--- config.mk ---
export PLATFORM = sky130hd
export DESIGN_NAME = ctrl_if
export DESIGN_NICKNAME = d
export VERILOG_FILES = /design/src/rtl/ctrl_pkg.sv /design/src/rtl/ctrl_if_fifo.sv /design/src/rtl/ctrl_if.sv
export SDC_FILE = /design/constraint.sdc
export NUM_CORES = 1
export LEC_CHECK = 0
export ABC_AREA = 1
export BUFFER_PORTS_ARGS = -buffer_cell sky130_fd_sc_hd__buf_2
export CAP_MARGIN = 20
export CORE_ASPECT_RATIO = 0.9
export CORE_MARGIN = 2
export CORE_UTILIZATION = 25
export DETAILED_ROUTE_END_ITERATION = 8
export PLACE_DENSITY = 0.49
export SETUP_SLACK_MARGIN = 0.02
export SYNTH_ARGS = -nofsm -noshare
export SYNTH_HDL_FRONTEND = slang
export SYNTH_HIERARCHICAL = 1
export SYNTH_SLANG_ARGS = --single-unit
--- constraint.sdc ---
create_clock -name clk -period 3.8 [get_ports clk]
set_input_delay 0.38 -clock clk [delete_from_list [all_inputs] [get_ports clk]]
set_output_delay 0.38 -clock clk [all_outputs]
set_load 0.005 [all_outputs]
--- src/rtl/ctrl_pkg.sv ---
// ctrl_pkg: types and defaults shared by the ctrl_* pipeline control stages
// (fetch/decode/execute).
package ctrl_pkg;

  localparam int CTRL_ADDR_W = 16;
  localparam int CTRL_IR_W   = 16;

  localparam logic [CTRL_IR_W-1:0] CTRL_NOP = 16'h0000;

  typedef enum logic [1:0] {
    IDLE  = 2'd0,
    RUN   = 2'd1,
    DRAIN = 2'd2
  } ctrl_if_state_t;

  typedef struct packed {
    logic [CTRL_ADDR_W-1:0] addr;
    logic [CTRL_IR_W-1:0]   ir;
  } fetch_entry_t;

endpackage

--- src/rtl/ctrl_if_fifo.sv ---
// ctrl_if_fifo: synchronous prefetch FIFO of fetch entries with push/pop/flush.
// DEPTH must be a power of two so the pointers wrap on their own.
module ctrl_if_fifo
  import ctrl_pkg::*;
#(
  parameter int  DEPTH   = 2,
  parameter type entry_t = fetch_entry_t,
  localparam int PTR_W   = (DEPTH > 1) ? $clog2(DEPTH) : 1,
  localparam int CNT_W   = $clog2(DEPTH) + 1
) (
  input  logic             clk,
  input  logic             rst,
  input  logic             push,
  input  entry_t           push_entry,
  input  logic             pop,
  input  logic             flush,
  output entry_t           head,
  output logic [CNT_W-1:0] count,
  output logic             full,
  output logic             empty
);

  entry_t           slots [DEPTH];
  logic [PTR_W-1:0] wr_ptr;
  logic [PTR_W-1:0] rd_ptr;
  logic             do_push;
  logic             do_pop;

  assign empty   = (count == '0);
  assign full    = (count == CNT_W'(DEPTH));
  assign do_pop  = pop && !empty;
  assign do_push = push && (!full || do_pop);
  assign head    = slots[rd_ptr];

  always_ff @(posedge clk or posedge rst) begin
    if (rst) begin
      wr_ptr <= '0;
      rd_ptr <= '0;
      count  <= '0;
    end else if (flush) begin
      wr_ptr <= '0;
      rd_ptr <= '0;
      count  <= '0;
    end else begin
      if (do_push) wr_ptr <= wr_ptr + 1'b1;
      if (do_pop)  rd_ptr <= rd_ptr + 1'b1;
      if (do_push && !do_pop)      count <= count + 1'b1;
      else if (!do_push && do_pop) count <= count - 1'b1;
    end
  end

  // Storage carries no reset; it is only observed when count is non-zero.
  always_ff @(posedge clk) begin
    if (do_push && !flush) slots[wr_ptr] <= push_entry;
  end

endmodule

--- src/rtl/ctrl_if.sv ---
// ctrl_if: instruction fetch stage; fetches words into a prefetch FIFO and presents the
// head to decode, with stall backpressure and branch redirect. CTRL_IF_PERF_EN adds o_bubble_cnt.
//
// state | meaning
// IDLE  | first cycle after reset, no fetch activity
// RUN   | issuing fetches, returned words pushed into the FIFO
// DRAIN | redirected with a request still outstanding; its word is discarded on ack
module ctrl_if
  import ctrl_pkg::*;
#(
  parameter int                ADDR_W     = CTRL_ADDR_W,
  parameter int                IR_W       = CTRL_IR_W,
  parameter int                FIFO_DEPTH = 2,
  parameter logic [ADDR_W-1:0] RESET_PC   = '0
) (
  input  logic              clk,
  input  logic              rst,
  output logic              o_imem_req,
  output logic [ADDR_W-1:0] o_imem_addr,
  input  logic              i_imem_ack,
  input  logic [IR_W-1:0]   i_imem_data,
  input  logic              i_stall,
  input  logic              i_branch_taken,
  input  logic [ADDR_W-1:0] i_branch_target,
  output logic [IR_W-1:0]   o_ir_cache,
  output logic              o_ir_valid,
  output logic [ADDR_W-1:0] o_pc
`ifdef CTRL_IF_PERF_EN
  ,
  output logic [15:0]       o_bubble_cnt
`endif
);

  localparam int               CNT_W     = $clog2(FIFO_DEPTH) + 1;
  localparam logic [CNT_W-1:0] DEPTH_CNT = CNT_W'(FIFO_DEPTH);

  typedef struct packed {
    logic [ADDR_W-1:0] addr;
    logic [IR_W-1:0]   ir;
  } entry_t;

  ctrl_if_state_t    state;
  logic [ADDR_W-1:0] fetch_pc;
  logic [ADDR_W-1:0] target_q;
  logic [ADDR_W-1:0] pc_hold;
  logic [IR_W-1:0]   ir_hold;
  logic              ack_acc;
  logic              push;
  logic              pop;
  logic              issue_ok;
  logic [CNT_W-1:0]  fifo_count;
  logic [CNT_W-1:0]  cnt_nxt;
  logic              fifo_full;
  logic              fifo_empty;
  entry_t            push_entry;
  entry_t            head;

  // A branch outranks push and pop: the head and any returning word are wrong-path.
  assign ack_acc    = o_imem_req && i_imem_ack;
  assign push       = ack_acc && (state == RUN) && !i_branch_taken && !fifo_full;
  assign pop        = o_ir_valid && !i_stall && !i_branch_taken;
  assign push_entry = '{addr: fetch_pc, ir: i_imem_data};

  assign o_imem_addr = fetch_pc;
  assign o_ir_valid  = !fifo_empty;
  assign o_ir_cache  = fifo_empty ? ir_hold : head.ir;
  assign o_pc        = fifo_empty ? pc_hold : head.addr;

  always_comb begin
    cnt_nxt = fifo_count;
    if (push && !pop)      cnt_nxt = fifo_count + 1'b1;
    else if (!push && pop) cnt_nxt = fifo_count - 1'b1;
  end

  // After this cycle's push/pop nothing is outstanding, so room in the FIFO is the only limit.
  assign issue_ok = (cnt_nxt < DEPTH_CNT);

  ctrl_if_fifo #(
    .DEPTH   (FIFO_DEPTH),
    .entry_t (entry_t)
  ) u_fifo (
    .clk        (clk),
    .rst        (rst),
    .push       (push),
    .push_entry (push_entry),
    .pop        (pop),
    .flush      (i_branch_taken),
    .head       (head),
    .count      (fifo_count),
    .full       (fifo_full),
    .empty      (fifo_empty)
  );

  always_ff @(posedge clk or posedge rst) begin
    if (rst) begin
      state      <= IDLE;
      o_imem_req <= 1'b0;
      fetch_pc   <= RESET_PC;
      target_q   <= RESET_PC;
      pc_hold    <= RESET_PC;
      ir_hold    <= IR_W'(CTRL_NOP);
    end else begin
      if (!fifo_empty) begin
        pc_hold <= head.addr;
        ir_hold <= head.ir;
      end
      case (state)
        IDLE: state <= RUN;
        RUN: begin
          if (i_branch_taken) begin
            if (o_imem_req && !i_imem_ack) begin
              state    <= DRAIN;
              target_q <= i_branch_target;
            end else begin
              fetch_pc   <= i_branch_target;
              o_imem_req <= 1'b1;
            end
          end else if (ack_acc) begin
            fetch_pc   <= fetch_pc + 1'b1;
            o_imem_req <= issue_ok;
          end else if (!o_imem_req) begin
            o_imem_req <= issue_ok;
          end
        end
        DRAIN: begin
          if (ack_acc) begin
            state      <= RUN;
            o_imem_req <= 1'b1;
            fetch_pc   <= i_branch_taken ? i_branch_target : target_q;
          end else if (i_branch_taken) begin
            target_q <= i_branch_target;
          end
        end
        default: state <= IDLE;
      endcase
    end
  end

`ifdef CTRL_IF_PERF_EN
  always_ff @(posedge clk or posedge rst) begin
    if (rst) begin
      o_bubble_cnt <= '0;
    end else if (state != IDLE && fifo_empty && o_bubble_cnt != 16'hFFFF) begin
      o_bubble_cnt <= o_bubble_cnt + 16'd1;
    end
  end
`endif

endmodule

==> results of run 1 <==
## state kept, by name, indices dropped and copies added (netlist names), 2 cells and up
signal	cells
target_q	16
pc_hold	16
ir_hold	16
u_fifo/count	2
o_imem_addr	16
u_fifo/slots	64
state	2
## cell type report
class                      instances  area (um2)
sequential                       135        3700
fill                            2419       16100
multi-input combinational        412        1960
timing repair buffer              94         513
inverter                          41         156
clock inverter                    11         125
tap                              302         378
clock buffer                      19         443
## where the power goes
part / leakage [nW] / internal (mW) / switching [mW] / total (mW)
clock: 0.276 / 0.978 / 0.635 / 1.61
combinational: 1.67 / 0.635 / 0.900 / 1.54
sequential: 1.45 / 1.97 / 0.350 / 2.32
## worst paths after layout
kind	startpoint	endpoint	slack [ns]	depth (start not counted)
max	u_fifo/count[0]	u_fifo/slots[0][1]	1.55	10
min	i_imem_data[5]	u_fifo/slots[1][5]	0.15	1
max reg2reg	u_fifo/count[0]	u_fifo/slots[0][1]	1.55	10
min reg2reg	ir_hold[5]	ir_hold[5]	0.47	2
max in group asynchronous	rst	o_imem_addr[8]	2.17	4
min in group asynchronous	rst	u_fifo/rd_ptr	0.43	3
## metrics by stage
stage               utilization (%)  setup WS [ns]  instances  power (mW)  hold slack (ns)
finish                         31.2           1.55       1014        5.47            0.151
global route                   31.2           1.30       1014        5.85            0.136
CTS                            31.0           1.12       1013        5.51            0.127
detailed placement             28.6           1.44        982        3.88            0.327
global placement               28.6           1.53        982        3.86            0.326
floorplan                         -         0.0990        609        3.19            0.146
## synthesized netlist by cell type, drive strengths merged
| library cell | count |
|---|---|
| buf | 14 |
| a31oi | 2 |
| a22oi | 7 |
| dfrtp | 71 |
| nand4 | 5 |
| nand2 | 273 |
| o21ai | 26 |
| ha | 2 |
| o21a | 1 |
| nor3 | 4 |
| clkbuf | 7 |
| mux2 | 13 |
| a21boi | 1 |
| nor2 | 37 |
| nand3 | 19 |
| nand3b | 1 |
| edfxtp | 64 |
| inv | 41 |
| a221o | 1 |
| o22ai | 1 |
| a21oi | 17 |
| a41oi | 2 |
## cells by family after synthesis
logic type | count (synthesis)
buffers and inverters | 62
DFF | 135
and+or+nand+nor | 339
adders and majority gates | 2
AOI/OAI and AO/OA | 58
muxes | 13
## critical path, stage by stage (launching register included)
cell     delay (ns)
dfrtp_1        0.50
nor2_4         0.05
buf_4          0.26
nor2_1         0.16
nand2_1        0.09
inv_1          0.12
inv_1          0.06
nand2_2        0.06
nand4_2        0.08
inv_1          0.27
buf_4          0.30
## layer usage
metal | up-vias | GRT usage (%) | wire, um | part of all wire, %
met5 | - | 0 | 0 | 0
met4 | 0 | 4.01 | 136 | 0.91
met3 | 8 | 3.55 | 696 | 4.7
met2 | 83 | 18.1 | 6550 | 44
met1 | 2036 | 17.5 | 7570 | 51
li1 | 2167 | - | - | -
==> flow_metrics.env, run 1 <==
export IMPL_clkTransAtPathRegs_ns=0.06
export IMPL_cts_hold_buffers=1
export IMPL_synth_top_family_by_area="simple AND/OR/NAND/NOR gates"
export IMPL_die_h_um=150
export IMPL_io_buffer_count=86
export IMPL_final_cell_mix="nand2_1 (264), buf_2 (86), dfrtp_1 (71)"
export IMPL_cts_sinks=135
export IMPL_status="complete, no violations"
export IMPL_numCtsBuffers=17
export IMPL_synthMuxAreaShare_pct=2.85
export IMPL_critPathArrivalTime_ns=2.36
export IMPL_antenna_found_initial=1
export IMPL_wl_per_cell_um=14.8
export IMPL_drtIter0Drc=333
export IMPL_overflow=0
export IMPL_start_kind="register"
export IMPL_setup_tns_ns=0
export IMPL_syn_inst=609
export IMPL_cp_required_ns=3.91
export IMPL_cts_tree="built"
export IMPL_nNetsFinal=740
export IMPL_vias_per_cell=4.23
export IMPL_postRouteAntennaNets=0
export IMPL_maxSlewHeadroom_pct=56.9
export IMPL_final_common_cell="nand2_1"
export IMPL_ios=87
export IMPL_endpoint_kind="register"
export IMPL_path_max_fanout=33
export IMPL_rsz0062_at_grt="false"
export IMPL_synth_avg_cell_area_um2=9.75
export IMPL_synth_warnings=6
export IMPL_timing_final_crit_share_pct=59.3
export IMPL_slew_viol_final=0
export IMPL_initial_utilization_pct=25.4
export IMPL_synth_seq_cells=135
export IMPL_clkLatencyLatePin_ns=0.42
export IMPL_ys_types=37
export IMPL_clockBufferDepth=2
export IMPL_fin_crit_ns=2.25
export IMPL_peakVddDrop_uv=290
export IMPL_syn_to_final_growth_pct=22.5
export IMPL_ys_seq_area_share_pct=62.3
export IMPL_postCtsResizedCells=0
export IMPL_place_area_um2=6670
export IMPL_worstSetupPathType="reg -> reg"
export IMPL_min_path_type="in -> reg"
export IMPL_routed_wl_um=15000
export IMPL_drt_drc_violations_left=0
export IMPL_synth_xor_area_share_pct=0
export IMPL_maxCapViolCount=0
export IMPL_root_buffer="clkbuf_16"
export IMPL_skew_ns=0.00909
export IMPL_synth_top_area_share_pct=32.4
export IMPL_core_um2=23300
export IMPL_power_density_nw_per_um2=752
export IMPL_gp_congestion=0.807
export IMPL_synth_simple_area_share_pct=23.9
export IMPL_rows=53
export IMPL_worst_slew_pin_transition_ns=0.645
export IMPL_synth_fp_nets=648
export IMPL_synthAdderAreaFrac_pct=0.421
export IMPL_netlist_area_um2=5940
export IMPL_dpl_hpwl_um=9980
export IMPL_vias=4294
export IMPL_leakagePower_nw=3.39
export IMPL_fmax_mhz=444
export IMPL_grt_max_degree=41
export IMPL_grt_first_pass_wirelength_um=23400
export IMPL_synth_compound_area_share_pct=5.61
export IMPL_finish_instance_area_um2=7270
export IMPL_grt_pass1_vias=4128
export IMPL_yosys_area_top_type="edfxtp_1"
export IMPL_drive_gt1_share_pct=22.6
export IMPL_track_usage_pct=12.3
export IMPL_cts_setup_buffers=0
export IMPL_hold_viol_final=0
export IMPL_firstDrtPassIters=5
export IMPL_diodes=0
export IMPL_ctsHtreeMaxLevel=4
export IMPL_die_area_um2=25000
export IMPL_die_w_um=166
export IMPL_setup_viol=0
export IMPL_yosys_top_cells_area="edfxtp_1 (32%), dfrtp_1 (30%), nand2_1 (17%), nor2_1 (2.1%), inv_1 (2.1%)"
No activity file was read; power rests on OpenSTA's default activity.
==> run 2: changes to the inputs <==
==> constraint.sdc (replaced) <==
create_clock -name clk -period 2.05 [get_ports clk]
set_input_delay 0.205 -clock clk [delete_from_list [all_inputs] [get_ports clk]]
set_output_delay 0.205 -clock clk [all_outputs]
set_load 0.005 [all_outputs]
==> flow_metrics.env, run 2 (synthesis gave the netlist of run 1 again) <==
export IMPL_whs_endpoint="target_q[5]"
export IMPL_die_w_um=166
export IMPL_routed_wl_um=15000
export IMPL_ios=87
export IMPL_min_from="i_branch_target[5]"
export IMPL_max_stage_delay_ns=0.47
export IMPL_rr_worst_depth=10
export IMPL_grt_met2_usage_pct=18.5
export IMPL_cts_sinks=135
export IMPL_diodes=0
export IMPL_finish_instance_area_um2=7560
export IMPL_path_common_cell="nand2_1"
export IMPL_nNetsFinal=766
export IMPL_setup_ws_ns=0.152
export IMPL_io_buffer_count=86
export IMPL_ctsHtreeMaxLevel=4
export IMPL_vias=4313
export IMPL_worst_slew_pin_transition_ns=0.501
export IMPL_syn_to_final_growth_pct=27.3
export IMPL_final_cell_mix="nand2_1 (264), buf_2 (86), dfrtp_1 (68)"
export IMPL_setup_tns_ns=0
export IMPL_drive_gt1_share_pct=24.2
export IMPL_holdWs_ns=0.0306
export IMPL_grt_pass1_vias=4196
export IMPL_critPathArrivalTime_ns=1.69
export IMPL_wl_per_cell_um=14.4
export IMPL_endpoint_kind="output pin"
export IMPL_r2r_slack_ns=0.22
export IMPL_core_um2=23300
export IMPL_crit_chain="nor2_4, buf_6, nand2_1, nand2_1, buf_2"
export IMPL_dpl_hpwl_um=10300
export IMPL_die_area_um2=25000
export IMPL_firstDrtPassIters=4
export IMPL_fin_crit_ns=1.90
export IMPL_maxCapViolCount=0
export IMPL_drt_drc_violations_left=0
export IMPL_gp_congestion=0.795
export IMPL_r2r_end="u_fifo/count[0]"
export IMPL_grt_max_degree=41
export IMPL_numCtsBuffers=17
export IMPL_rows=53
export IMPL_place_area_um2=6810
export IMPL_timing_rr_start="u_fifo/count[0]"
export IMPL_min_path_type="in -> reg"
export IMPL_crit_family="flip-flops"
export IMPL_final_cells=1042
export IMPL_worstSetupPathType="reg -> out"
export IMPL_initial_utilization_pct=25.4
export IMPL_clkTransAtPathRegs_ns=0.06
export IMPL_power_density_nw_per_um2=1340
export IMPL_setup_viol=0
export IMPL_largest_register="u_fifo/slots"
export IMPL_postRouteAntennaNets=0
export IMPL_root_buffer="clkbuf_16"
export IMPL_fillers=2451
export IMPL_cp_slowest_cell="dfrtp_2"
export IMPL_fmax_mhz=527
export IMPL_start_kind="register"
export IMPL_overflow=0
export IMPL_timing_final_crit_share_pct=92.6
export IMPL_clkLatencyLatePin_ns=0.42
export IMPL_peakVddDrop_uv=567
export IMPL_drtIter0Drc=260
export IMPL_dpl_cell_count=992
export IMPL_final_common_cell="nand2_1"
export IMPL_use_met3_pct=3.42
export IMPL_slew_viol_final=0
export IMPL_critPathBufInv=2
export IMPL_hold_viol_final=0
export IMPL_status="complete, no violations"
export IMPL_globalRouteMet1Util_pct=18.0
export IMPL_holdPathStages=2
export IMPL_die_h_um=150
export IMPL_clockBufferDepth=2
export IMPL_largest_reg_flops=64
export IMPL_top_usage_layer="met2"
export IMPL_track_usage_pct=12.6
export IMPL_vias_per_cell=4.14
export IMPL_leakagePower_nw=3.50
export IMPL_path_max_fanout=32
export IMPL_maxSlewHeadroom_pct=66.6
export IMPL_antenna_found_initial=0
export IMPL_cts_tree="built"
export IMPL_rsz0062_at_grt="true"
export IMPL_pre_cts_slack_ns=0.230
export IMPL_skew_ns=0.0242
export IMPL_cp_required_ns=1.85
export IMPL_grt_first_pass_wirelength_um=24000
run 2: cell type report:
class | instances | area [um2] | area share [%]
clock buffers | 19 | 433 | 5.73
clock inverters | 13 | 121 | 1.61
inverters | 41 | 164 | 2.17
multi-input cells | 412 | 1970 | 26.1
flip-flops and latches | 135 | 3700 | 49.0
well taps | 302 | 378 | 5.00
repair buffers | 120 | 790 | 10.4
run 2: metrics by stage:
step	utilization, %	total power, mW
global route	32.4	10.9
CTS	32.3	10.3
detailed placement	29.2	7.32
finish	32.4	10.1
global placement	29.2	7.29
floorplan	-	5.92
run 2: power breakdown:
| part | switching [mW] | internal [mW] |
|---|---|---|
| Clock | 1.20 | 1.68 |
| Sequential | 0.516 | 3.65 |
| Combinational | 1.81 | 1.29 |
run 2: what timing repair did:
item	CTS	global route
hold endpoints to repair	55	0
hold buffers	17	0
setup endpoints to repair	29	27
setup buffers	0	1
resized for setup	3	3
run 2: metal layers:
layer,part of all wire (%),vias to the layer above
li1,-,2230
met3,4.5,4
met4,0.55,0
met5,0,-
met2,44,83
met1,51,1996
run 2: worst reg2reg max path, cell delays in order, from the launching register on:
cell and delay, ns:
dfrtp_2 0.47, nor2_4 0.16, nor2_1 0.06, nand2_1 0.11
inv_2 0.06, o21ai_2 0.23, inv_1 0.07, ha_1 0.29
inv_1 0.06, o21ai_0 0.14, a21oi_1 0.06
run 2: worst max path at each step:
stage,start,endpoint,slack (ns),cells after the start
5_1_grt,u_fifo/count[0],o_pc[12],0.02,5
3_5_place_dp,state[1],u_fifo/slots[1][19],0.23,6
6_report,u_fifo/count[0],o_pc[12],0.15,5
4_1_cts,u_fifo/count[1],o_ir_cache[15],0.01,6
3_3_place_gp,state[1],u_fifo/slots[1][19],0.25,6
2_1_floorplan,o_imem_req,u_fifo/slots[1][0],-0.14,5
==> run 3: changes to the inputs <==
--- a/config.mk
+++ b/config.mk
@@ -10,9 +10,10 @@
 export CAP_MARGIN = 20
 export CORE_ASPECT_RATIO = 0.9
 export CORE_MARGIN = 2
-export CORE_UTILIZATION = 25
+export CORE_UTILIZATION = 23
+export CTS_CLUSTER_DIAMETER = 120
 export DETAILED_ROUTE_END_ITERATION = 8
-export PLACE_DENSITY = 0.49
+export PLACE_DENSITY = 0.46
 export SETUP_SLACK_MARGIN = 0.02
 export SYNTH_ARGS = -nofsm -noshare
 export SYNTH_HDL_FRONTEND = slang
==> flow_metrics.env, run 3 (synthesis gave the netlist of run 1 again) <==
export IMPL_wl_per_cell_um=14.1
export IMPL_largest_reg_flops=64
export IMPL_clkLatencyLatePin_ns=0.43
export IMPL_drt_drc_violations_left=0
export IMPL_cp_required_ns=2.34
export IMPL_fin_crit_ns=1.87
export IMPL_core_um2=25300
export IMPL_pre_cts_slack_ns=0.216
export IMPL_grt_met2_usage_pct=18.0
export IMPL_critPathArrivalTime_ns=2.16
export IMPL_maxCapViolCount=0
export IMPL_setup_ws_ns=0.183
export IMPL_firstDrtPassIters=4
export IMPL_worst_slew_pin_transition_ns=0.463
export IMPL_path_max_fanout=8
export IMPL_cts_sinks=135
export IMPL_largest_register="u_fifo/slots"
export IMPL_top_usage_layer="met2"
export IMPL_overflow=0
export IMPL_initial_utilization_pct=23.5
export IMPL_rsz0062_at_grt="false"
export IMPL_endpoint_kind="register"
export IMPL_ctsHtreeMaxLevel=4
export IMPL_die_h_um=156
export IMPL_routed_wl_um=15200
export IMPL_min_path_type="in -> reg"
export IMPL_track_usage_pct=12.0
export IMPL_fillers=2689
export IMPL_fin_util_pct=30.5
export IMPL_drive_gt1_share_pct=23.9
export IMPL_final_common_cell="nand2_1"
export IMPL_die_area_um2=27100
export IMPL_final_cell_mix="nand2_1 (264), buf_2 (86), dfrtp_1 (70)"
export IMPL_start_kind="register"
export IMPL_grt_first_pass_wirelength_um=24800
export IMPL_grt_max_degree=42
export IMPL_root_buffer="clkbuf_16"
export IMPL_peakVddDrop_uv=715
export IMPL_multi_input_area_um2=1970
export IMPL_vias=4282
export IMPL_dpl_cell_count=1033
export IMPL_cts_tree="built"
export IMPL_globalRouteMet1Util_pct=16.5
export IMPL_holdWs_ns=0.0224
export IMPL_syn_to_final_growth_pct=29.6
export IMPL_diodes=0
export IMPL_skew_ns=0.0102
export IMPL_status="complete, no violations"
export IMPL_clkTransAtPathRegs_ns=0.06
export IMPL_final_cells=1082
export IMPL_use_met3_pct=3.79
export IMPL_clockBufferDepth=2
export IMPL_rows=55
export IMPL_cts_setup_buffers=0
export IMPL_vias_per_cell=3.96
export IMPL_leakagePower_nw=3.55
export IMPL_maxSlewHeadroom_pct=69.1
export IMPL_timing_final_crit_share_pct=91.1
export IMPL_register_area_um2=3700
export IMPL_fmax_mhz=536
export IMPL_nNetsFinal=766
export IMPL_hold_viol_final=0
export IMPL_grt_pass1_vias=4336
export IMPL_io_buffer_count=86
export IMPL_ios=87
export IMPL_numCtsBuffers=17
export IMPL_postRouteAntennaNets=0
export IMPL_antenna_found_initial=0
export IMPL_drtIter0Drc=214
export IMPL_dpl_hpwl_um=10300
export IMPL_gp_congestion=0.779
export IMPL_setup_viol=0
export IMPL_die_w_um=173
export IMPL_worstSetupPathType="reg -> reg"
export IMPL_power_density_nw_per_um2=1370
export IMPL_slew_viol_final=0
## run 3: power by group
| group | switching [mW] | total [mW] | internal [mW] | leakage (nW) |
|---|---|---|---|---|
| clock | 1.21 | 3.25 | 2.05 | 0.305 |
| combinational | 1.82 | 3.13 | 1.32 | 1.80 |
| sequential | 0.506 | 4.16 | 3.65 | 1.45 |
## run 3: area by class of cell
type | instances | share of cell area, %
clock buffer | 18 | 5.58
clock inverter | 14 | 2.54
inverter | 41 | 2.11
multi-input combinational | 412 | 25.6
sequential | 135 | 48.1
tap | 342 | 5.56
timing repair buffer | 120 | 10.5
## run 3: layer usage
layer / vias to the layer above / share of wire, %
li1: 2231 / -
met1: 1957 / 50
met2: 81 / 44
met3: 13 / 4.8
met4: 0 / 1.2
met5: - / 0
## run 3: path summary, 6_finish.rpt
| check | start | end | slack (ns) | depth (start not counted) |
|---|---|---|---|---|
| max | u_fifo/count[0] | u_fifo/count[0] | 0.18 | 10 |
| min | i_branch_target[3] | target_q[3] | 0.02 | 2 |
| max reg2reg | u_fifo/count[0] | u_fifo/count[0] | 0.18 | 10 |
| min reg2reg | pc_hold[7] | pc_hold[7] | 0.47 | 2 |
| max in group asynchronous | rst | o_imem_req | 1.15 | 4 |
| min in group asynchronous | rst | u_fifo/count[0] | 0.25 | 3 |
## run 3: through the flow
stage	area [um2]	TNS, ns	total power [mW]
detailed placement	6890	0	7.38
finish	7690	0	10.5
floorplan	5960	-4.50	5.92
global placement	6890	0	7.37
global route	7690	0	11.3
CTS	7680	0	10.7
## run 3: repair_timing
action                                  4_1_cts  5_1_grt
resized for setup                             0        4
endpoints found under the hold margin        47        0
endpoints found under the setup margin        0       32
hold buffers                                 17        0
## run 3: worst max-delay path, cell delays in order, from the launching register on
cell,delay [ns]
dfrtp_1,0.48
nor2_4,0.16
nor2_1,0.05
nand2_1,0.11
inv_2,0.06
o21ai_2,0.24
inv_1,0.07
ha_1,0.30
inv_1,0.06
o21ai_0,0.15
a21oi_1,0.05
